===== src/rtl/cbus_sram_responder.sv =====
// cbus slave that serves single and burst reads/writes from a synchronous 32-bit SRAM.
// Reads are pipelined one beat ahead of the response so bursts stream back-to-back.
package cbus_pkg;

  typedef enum logic [2:0] {
    MSIZE1 = 3'd0,
    MSIZE2 = 3'd1,
    MSIZE4 = 3'd2
  } cbus_size_t;

  // Encoded as beat count minus one.
  typedef enum logic [3:0] {
    MLEN1  = 4'd0,
    MLEN2  = 4'd1,
    MLEN4  = 4'd3,
    MLEN8  = 4'd7,
    MLEN16 = 4'd15
  } cbus_len_t;

  typedef struct packed {
    logic        valid;
    logic        is_write;
    cbus_size_t  size;
    logic [31:0] addr;
    logic [3:0]  strobe;
    logic [31:0] data;
    cbus_len_t   len;
  } cbus_req_t;

  typedef struct packed {
    logic        ready;
    logic        last;
    logic [31:0] data;
  } cbus_resp_t;

endpackage

module cbus_sram_responder
  import cbus_pkg::*;
#(
  parameter int unsigned SRAM_AW = 16
) (
  input  logic               clk,
  input  logic               resetn,
  input  cbus_req_t          creq,
  output cbus_resp_t         cresp,
  output logic               sram_en,
  output logic [3:0]         sram_we,
  output logic [SRAM_AW-1:0] sram_addr,
  output logic [31:0]        sram_wdata,
  input  logic [31:0]        sram_rdata
);

  localparam int unsigned WORD_AW = 30;
  localparam int unsigned LEN_W   = 4;

  typedef enum logic [1:0] {
    IDLE  = 2'd0,
    READ  = 2'd1,
    WRITE = 2'd2
  } state_t;

  state_t             r_state;
  logic [WORD_AW-1:0] r_addr;
  logic [LEN_W-1:0]   r_len;
  logic [LEN_W-1:0]   r_idx;
  logic               r_is_write;
  logic [3:0]         r_strobe;

  logic [WORD_AW-1:0] w_beat_addr;
  logic [WORD_AW-1:0] w_next_addr;
  logic               w_is_last;
  logic               w_unused;

  assign w_beat_addr = r_addr + WORD_AW'(r_idx);
  assign w_next_addr = w_beat_addr + WORD_AW'(1);
  assign w_is_last   = (r_idx == r_len);
  // Byte offset and size never affect word addressing.
  assign w_unused    = ^{creq.size, creq.addr[1:0], w_beat_addr, w_next_addr};

  // State and burst bookkeeping.
  always_ff @(posedge clk or negedge resetn) begin
    if (!resetn) begin
      r_state    <= IDLE;
      r_addr     <= '0;
      r_len      <= '0;
      r_idx      <= '0;
      r_is_write <= 1'b0;
      r_strobe   <= '0;
    end else begin
      case (r_state)
        IDLE: begin
          if (creq.valid) begin
            r_addr     <= creq.addr[31:2];
            r_len      <= creq.len;
            r_is_write <= creq.is_write;
            r_strobe   <= creq.strobe;
            r_idx      <= '0;
            r_state    <= creq.is_write ? WRITE : READ;
          end
        end
        READ, WRITE: begin
          if (!creq.valid || w_is_last) begin
            r_idx   <= '0;
            r_state <= IDLE;
          end else begin
            r_idx <= r_idx + LEN_W'(1);
          end
        end
        default: r_state <= IDLE;
      endcase
    end
  end

  // Bus handshake and SRAM port; read data is forwarded straight from the SRAM.
  always_comb begin
    cresp      = '0;
    sram_en    = 1'b0;
    sram_we    = '0;
    sram_addr  = '0;
    sram_wdata = '0;
    case (r_state)
      IDLE: begin
        if (resetn && creq.valid && !creq.is_write) begin
          sram_en   = 1'b1;
          sram_addr = SRAM_AW'(creq.addr[31:2]);
        end
      end
      READ: begin
        if (creq.valid) begin
          cresp.ready = 1'b1;
          cresp.last  = w_is_last;
          cresp.data  = sram_rdata;
          if (!w_is_last) begin
            sram_en   = 1'b1;
            sram_addr = SRAM_AW'(w_next_addr);
          end
        end
      end
      WRITE: begin
        if (creq.valid) begin
          cresp.ready = 1'b1;
          cresp.last  = w_is_last;
          sram_en     = 1'b1;
          sram_we     = r_is_write ? r_strobe : 4'b0000;
          sram_addr   = SRAM_AW'(w_beat_addr);
          sram_wdata  = creq.data;
        end
      end
      default: ;
    endcase
  end

endmodule


===== config.mk =====
export PLATFORM = sky130hd
export DESIGN_NAME = cbus_sram_responder
export DESIGN_NICKNAME = d
export VERILOG_FILES = /design/src/rtl/cbus_sram_responder.sv
export SDC_FILE = /design/constraint.sdc
export NUM_CORES = 1
export LEC_CHECK = 0
export ABC_AREA = 1
export CORE_MARGIN = 5
export CORE_UTILIZATION = 41
export DETAILED_ROUTE_END_ITERATION = 10
export GPL_TIMING_DRIVEN = 1
export PLACE_DENSITY = 0.88
export SYNTH_ARGS = -nofsm -noshare
export SYNTH_HDL_FRONTEND = slang
export SYNTH_SLANG_ARGS = --single-unit

===== constraint.sdc =====
create_clock -name clk -period 6.52 [get_ports clk]
set_input_delay 1.956 -clock clk [delete_from_list [all_inputs] [get_ports clk]]
set_output_delay 1.956 -clock clk [all_outputs]
set_load 0.005 [all_outputs]

# Yosys cells after proc, flatten, opt, wreduce, memory -nomap -nowiden
# Cells that the tools add are included.
[totals]
input_bits = 111
regBits = 31
[classes]
n_reduce_logical = 11
n_addsub = 3
mux = 26
n_eq_ne = 5
[ops]
columns = ["op", "n"]
rows = [
  ["$mux W32", 3],
  ["$mux W16", 4],
  ["$pmux W16 S3", 1],
  ["$mux W34", 1],
  ["$mux W4", 5],
  ["$add A16 B1 Y16 const B", 1],
  ["$add A16 B4 Y16", 1],
  ["$mux W2", 4],
  ["$pmux W2 S2", 2],
  ["$pmux W4 S2", 1],
  ["$reduce_and A2 Y1", 3],
  ["$add A4 B1 Y4 const B", 1],
  ["$eq A4 B4 Y1", 1],
  ["$mux W1", 4],
  ["$ne A2 B2 Y1 const B", 2],
  ["$pmux W1 S3", 1],
  ["$eq A2 B1 Y1 const B", 1],
  ["$eq A2 B2 Y1 const B", 1],
  ["$logic_and A1 B1 Y1", 2],
  ["$logic_not A1 Y1", 2],
  ["$logic_not A2 Y1", 1],
  ["$reduce_bool A2 Y1", 1],
  ["$reduce_or A2 Y1", 1],
  ["$logic_or A1 B1 Y1", 1],
]

# Longest topological paths before layout
# Gate-level depths: netlist of the first run.
[depth]
ltp_word = 5
depth_mapped = 16
ltp_nobuf = 16

# Worst setup path before layout of the first run
# OpenSTA, ideal clock, no wires.
[synth_path]
path_type = "input port to output port"
start = "in creq[76] (netlist bit)"
end = "out sram_addr[10]"
path_buffers = 0
setup_slack_ns = 1.753
required_ns = 4.564
stages = 8
arrival_ns = 2.811
cell_sequence = "nand2_1 -> inv_1 -> nand3_1 -> clkinv_1 -> nand2_1 -> nand3_1 -> nand2_1 -> inv_1"
[synth_between]
elab_chain_len = 4
word_cells_on_any_way = 6
[synth_lines]
columns = ["item", "line", "text"]
rows = [
  ["start, declared", "45", "input cbus_req_t creq,"],
  ["$logic_and A1 B1 Y1 (2 in a row)", "124", "if (resetn && creq.valid && !creq.is_write) begin"],
  ["$mux W16", "124", ""],
  ["$pmux W16 S3 (*)", "122", "case (r_state)"],
  ["end, declared", "49", "output logic [SRAM_AW-1:0] sram_addr,"],
]
# Every way passes the cells marked *; elsewhere a longest branch is shown, timed or not.

# Worst setup path after layout of the first run
[layout_path]
start = "in creq[76] (netlist bit)"
end = "out sram_addr[6]"
# Same word-level chain as after synthesis.

==> results of run 1 <==
-- through the flow --
stage	hold slack [ns]	std cells	util	setup WS, ns
2_1_floorplan	0.449	550	-	1.75
3_3_place_gp	0.470	821	0.665	0.503
3_5_place_dp	0.489	821	0.665	0.480
4_1_cts	0.507	829	0.678	0.471
5_1_grt	0.538	829	0.678	0.250
6_report	0.504	829	0.678	0.461
-- path summary, 6_finish.rpt --
kind                                   startpoint                     end  slack, ns  cells after the start
max reg2reg                r_state[0]$_DFFE_PN0P_    r_idx[3]$_DFFE_PN0P_       4.60                      6
min                         r_addr[0]$_DFFE_PN0P_   r_addr[0]$_DFFE_PN0P_       0.50                      2
min in group asynchronous                  resetn   r_addr[4]$_DFFE_PN0P_       2.18                      2
max in group asynchronous                  resetn  r_addr[15]$_DFFE_PN0P_       4.04                      2
min reg2reg                 r_addr[0]$_DFFE_PN0P_   r_addr[0]$_DFFE_PN0P_       0.50                      2
max                                      creq[76]            sram_addr[6]       0.46                      8
-- power groups by stage --
stage	clock network [mW]	registers (mW)	logic [mW]
3_5_place_dp	0	0.361	0.892
3_3_place_gp	0	0.357	0.864
4_1_cts	0.171	0.359	0.897
5_1_grt	0.181	0.372	0.998
2_1_floorplan	0	0.337	0.530
6_report	0.168	0.361	0.893
-- metal layers --
layer,GRT usage,up-vias
li1,-,2020
met1,0.280,1745
met2,0.416,163
met3,0.0389,18
met4,0.0399,0
met5,0,-
-- cell type report --
cell class,instances,area (sq um),area share
inverters,131,492,0.0938
multi-input cells,373,1920,0.366
clock buffers,8,100,0.0191
flip-flops and latches,31,776,0.148
well taps,102,128,0.0243
repair buffers,184,1830,0.349
-- cell usage in the layout, fill, tap and decap left out, types with 6 or more instances in the layout --
master           instances
a21oi_1                 14
a31oi_1                 10
buf_4                    6
clkbuf_8                 7
clkdlybuf4s50_1        178
dfrtp_1                 31
ha_1                    10
inv_1                  123
inv_2                    6
nand2_1                127
nand2_2                 13
nand3_1                 41
nor2_1                  85
nor2_4                   6
o21ai_0                 24
o22ai_1                  7
-- logic make-up after synthesis --
group,synth area share
DFF,0.239
and+or+nand+nor,0.429
buffers and inverters,0.169
xor gates and xnor gates,0.0189
adders and majority gates,0.0448
AOI/OAI and AO/OA,0.0992
-- worst max-delay path, stage by stage --
cell and delay, ns:
clkdlybuf4s50_1 0.56, nand2_1 0.10, inv_1 0.08, nand3_1 0.26
clkinv_1 0.33, nand2_1 0.09, a31oi_1 0.18, clkdlybuf4s50_1 0.54
-- registers in the layout, summed over array words and instances (netlist names) --
register    cells
r_len           4
r_addr         16
r_strobe        4
r_is_write      1
r_state         2
r_idx           4
==> summary.txt, run 1 <==
Status
  – Outcome: complete, no violations

Setup path
  – Startpoint class of the critical path: input pin
  – Peak fanout along the critical path: 10
  – CP required: 4.56 ns
  – Crit end category: output pin
  – CP arrival: 4.10 ns
  – WS Path Type: input pin to output pin

Floorplanning
  – Io pins: 198
  – Die ar.: 9790 sq um
  – Chip height: 98.9 um
  – Core Area: 7730 sq um
  – Starting Density: 0.420
  – Die Wd: 98.9 um
  – FP Rows: 32

Cells and area
  – Fill cells: 641
  – # diodes: 0
  – Syn-to-layout area delta: 61.6%
  – Final #Nets: 848
  – Post-route cell area: 5240 sq um
  – Layout cells sized above 1: 0.0743

Logic synthesis
  – Area share of the largest cell type after synthesis: 0.239
  – Post-Syn Instances: 550
  – Register area share after synthesis: 0.239
  – Post-synthesis async set-or-reset flop share: 1.00
  – Most common cell in the netlist: nand2_1
  – Avg Cell Area, Syn: 5.90 sq um
  – Yosys warning count: 0
  – Post-synthesis cell type with the largest combined area: dfrtp_1
  – Synth Register Bits: 31
  – Mapped Nets: 672
  – Primary FF master, synth: dfrtp_1
  – Synth top cells by count: 127 x nand2_1, 123 x inv_1, 85 x nor2_1
  – Synth Cell Area: 3240 sq um
  – Synth top area cells: dfrtp_1 24%, nand2_1 15%, inv_1 14%
  – Synth cell types: 33
  – EDFF count, synth: 0

STA
  – Slew margin rel.: 0.424
  – Final Hold Viols: 0
  – Fin crit share: 0.929
  – Clock skew: 0.00727 ns
  – # setup viols final: 0
  – Worst Max-Slew Pin Slew: 0.864 ns
  – Max Transition Viols Final: 0
  – Setup TNS: 0 ns
  – RSZ-0062 raised after global routing: no
  – Max Clock Freq: 0.165 GHz
  – Final min period: 6.06 ns

Power
  – Leak: 2.58 nW
  – Total chip power: 1.42 mW
  – Reg power frac: 0.254
  – Peak VDD IR: 187 uV
  – Combinational power share: 0.628
  – Clk pwr share: 0.118
  – Net Sw Frac: 0.458
  – Power per cell area: 271 nW/um^2
  – Switch Pwr: 0.652 mW
  – Int Power: 0.770 mW

Route
  – Post-route antenna net violation count: 0
  – Vias: 3946
  – Vias/cell: 4.76
  – Routed len/inst: 13.6 um
  – Met2 WL: 5740 um
  – First-pass DRT Iterations: 5
  – DRC errors left: 0
  – Initial drt markers: 262
  – WL final: 11300 um
  – DR top layer: met4
  – Met3 wire length: 861 um
  – Met1 WL: 4530 um

Clock network
  – CTS resizes: 0
  – Clock sink count: 31
  – Setup bufs post-CTS: 0
  – Post-cts hold buffer count: 0
  – TritonCTS clock tree: yes
  – CTS root buf: clkbuf_8
  – Clock Path Buffers: 2
  – Clk_lat worst skew: 0.29 ns
  – H-tree depth: 2
  – Clk slew on worst S/H paths: 0.07 ns
  – Number of buffers created by CTS: 5

Placement
  – DP Wirelength: 9170 um
  – IO buf count: 178
  – RD Place Congestion: 0.920
  – Placed Area: 5140 sq um

Global route
  – GR Overflow Total: 0
  – Largest net degree at the start of global routing: 41
  – Global-route usage over all layers: 0.227
  – Vias in the first global route: 3753
  – Initial antenna violation count: 0
  – First-pass GRT wire length: 18400 um

Run
  – Maxcap violations: 0

Min path
  – Worst hold path class: register to register
No activity file was read; power rests on OpenSTA's default activity.
==> run 2, diff against run 1 <==
--- a/config.mk
+++ b/config.mk
@@ -6,7 +6,7 @@
 export NUM_CORES = 1
 export LEC_CHECK = 0
 export ABC_AREA = 1
-export CORE_MARGIN = 5
+export ABC_CLOCK_PERIOD_IN_PS = 6520
 export CORE_UTILIZATION = 41
 export DETAILED_ROUTE_END_ITERATION = 10
 export GPL_TIMING_DRIVEN = 1
==> run 2 against run 1 <==
Against the previous run:
- critical path depth unchanged
- global-route usage is 3.3 points higher
- sequential cell count unchanged
- die area shrank 16%
- sequential share of layout area barely moved
- highest routed layer unchanged
==> summary.txt, run 2 (same netlist as run 1, synthesis figures left out) <==
Status
  – Outcome: complete, no violations (unchanged)

Setup path
  – R2R Setup Slk: 4.53 ns (was 4.60 ns)
  – Crit end category: output pin (unchanged)
  – CP required: 4.56 ns (about the same)
  – Peak fanout along the critical path: 10 (unchanged)
  – WS Path Type: input pin to output pin (unchanged)
  – Startpoint class of the critical path: input pin (unchanged)
  – CP arrival: 4.13 ns (was 4.10 ns)

Power
  – Switch Pwr: 0.663 mW (was 0.652 mW)
  – Total chip power: 1.46 mW (was 1.42 mW)
  – Reg power frac: 0.247 (was 0.254)
  – Net Sw Frac: 0.454 (was 0.458)
  – Combinational power share: 0.614 (was 0.628)
  – Int Power: 0.797 mW (was 0.770 mW)
  – Clk pwr share: 0.140 (was 0.118)
  – Power per cell area: 278 nW/um^2 (was 271 nW/um^2)
  – Peak VDD IR: 180 uV (was 187 uV)
  – Leak: 2.59 nW (was 2.58 nW)

Cells and area
  – # diodes: 0 (unchanged)
  – Most flop-heavy register: r_addr (unchanged)
  – Final #Nets: 848 (unchanged)
  – Commonest non-fill, non-tap cell in the layout: clkdlybuf4s50_1 (unchanged)
  – Most frequent cells in the layout: 178 x clkdlybuf4s50_1, 127 x nand2_1, 123 x inv_1 (unchanged)
  – Layout cells sized above 1: 0.0757 (was 0.0743)
  – Syn-to-layout area delta: 62.2% (was 61.6%)
  – Largest register FFs: 16 (unchanged)

STA
  – Final Hold Viols: 0 (unchanged)
  – Max Transition Viols Final: 0 (unchanged)
  – RSZ-0062 raised after global routing: no (unchanged)
  – Clock skew: 0.00463 ns (was 0.00727 ns)
  – Slew margin rel.: 0.442 (was 0.424)
  – Worst Max-Slew Pin Slew: 0.837 ns (was 0.864 ns)
  – Max Clock Freq: 0.164 GHz (was 0.165 GHz)
  – # setup viols final: 0 (unchanged)
  – Fin crit share: 0.934 (was 0.929)
  – Setup TNS: 0 ns (unchanged)
  – Final min period: 6.09 ns (was 6.06 ns)
  – Hold Worst Slack: 0.495 ns (was 0.504 ns)

Route
  – Vias: 4060 (was 3946)
  – Initial drt markers: 343 (was 262)
  – Post-route antenna net violation count: 0 (unchanged)
  – Routed len/inst: 12.9 um (was 13.6 um)
  – Vias/cell: 4.90 (was 4.76)
  – DRC errors left: 0 (unchanged)
  – First-pass DRT Iterations: 5 (unchanged)
  – WL final: 10700 um (was 11300 um)

Placement
  – IO buf count: 178 (unchanged)
  – RD Place Congestion: 0.910 (was 0.920)
  – DP Wirelength: 8350 um (was 9170 um)

Floorplanning
  – Core Area: 7690 sq um (was 7730 sq um)
  – Chip height: 90.9 um (was 98.9 um)
  – Io pins: 198 (unchanged)
  – Die Wd: 90.9 um (was 98.9 um)
  – Die ar.: 8270 sq um (was 9790 sq um)
  – FP Rows: 32 (unchanged)
  – Starting Density: 0.422 (was 0.420)

Clock network
  – Setup bufs post-CTS: 0 (unchanged)
  – Clock Path Buffers: 2 (unchanged)
  – Clk slew on worst S/H paths: 0.07 ns (about the same)
  – Post-cts hold buffer count: 0 (unchanged)
  – Clock sink count: 31 (unchanged)
  – CTS root buf: clkbuf_8 (unchanged)
  – CTS resizes: 0 (unchanged)
  – Number of buffers created by CTS: 5 (unchanged)
  – Clk_lat worst skew: 0.29 ns (about the same)
  – H-tree depth: 2 (unchanged)
  – TritonCTS clock tree: yes (unchanged)

Global route
  – GR Overflow Total: 0 (unchanged)
  – Largest net degree at the start of global routing: 41 (unchanged)
  – Vias in the first global route: 3755 (was 3753)
  – First-pass GRT wire length: 17400 um (was 18400 um)
  – Global-route usage over all layers: 0.259 (was 0.227)
  – Initial antenna violation count: 0 (unchanged)

Min path
  – Worst hold path class: register to register (unchanged)

Run
  – Maxcap violations: 0 (unchanged)
## run 2: changes by cell type in the layout (fill, tap and decap cells not counted)
cell / before / now
bufinv_16: 0 / 1
clkbuf_1: 1 / 0
clkbuf_8: 7 / 6
clkinv_2: 0 / 1
## run 2: routing by layer
| layer | track usage | vias to the layer above | part of all wire |
|---|---|---|---|
| li1 | - | 2020 | - |
| met1 | 0.308 | 1822 | 0.40 |
| met2 | 0.473 | 188 | 0.50 |
| met3 | 0.0494 | 30 | 0.074 |
| met4 | 0.0728 | 0 | 0.021 |
| met5 | 0 | - | 0 |
## run 2: worst max-delay path: stages
cell and delay, ns:
clkdlybuf4s50_1 0.55, nand2_1 0.09, inv_1 0.08, nand3_1 0.28, clkinv_1 0.33, nand2_1 0.08
a31oi_1 0.21, clkdlybuf4s50_1 0.54
## run 2: layout make-up
type | instances | area (sq um)
multi-input combinational | 373 | 1920
sequential | 31 | 776
clock buffer | 6 | 82.6
inverter | 131 | 492
tap | 102 | 128
clock inverter | 2 | 35.0
fill | 602 | 2430
timing repair buffer | 184 | 1830
## run 2: final timing paths
kind / endpoint / cells past startpoint / from
setup / recovery: sram_addr[4] / 8 / creq[76]
hold / removal: r_addr[15]$_DFFE_PN0P_ / 2 / r_addr[15]$_DFFE_PN0P_
setup reg to reg: r_idx[3]$_DFFE_PN0P_ / 6 / r_state[0]$_DFFE_PN0P_
hold reg to reg: r_addr[15]$_DFFE_PN0P_ / 2 / r_addr[15]$_DFFE_PN0P_
max in group asynchronous: r_addr[12]$_DFFE_PN0P_ / 2 / resetn
min in group asynchronous: r_addr[5]$_DFFE_PN0P_ / 2 / resetn
## run 2: per-stage QoR
step	std cells	setup WS, ns	instance area, sq um	util
global route	829	0.252	5260	0.684
CTS	829	0.473	5260	0.684
detailed placement	821	0.503	5140	0.669
floorplan	550	1.75	3240	-
global placement	821	0.488	5140	0.669
finish	829	0.432	5260	0.684
## run 2: power groups by stage
stage                     logic [mW]  clock network (mW)  registers, mW
after global routing           0.995               0.214          0.371
after floorplan                0.530                   0          0.337
after CTS                      0.895               0.205          0.358
after global placement         0.858                   0          0.357
after detailed placement       0.888                   0          0.361
final                          0.896               0.204          0.360
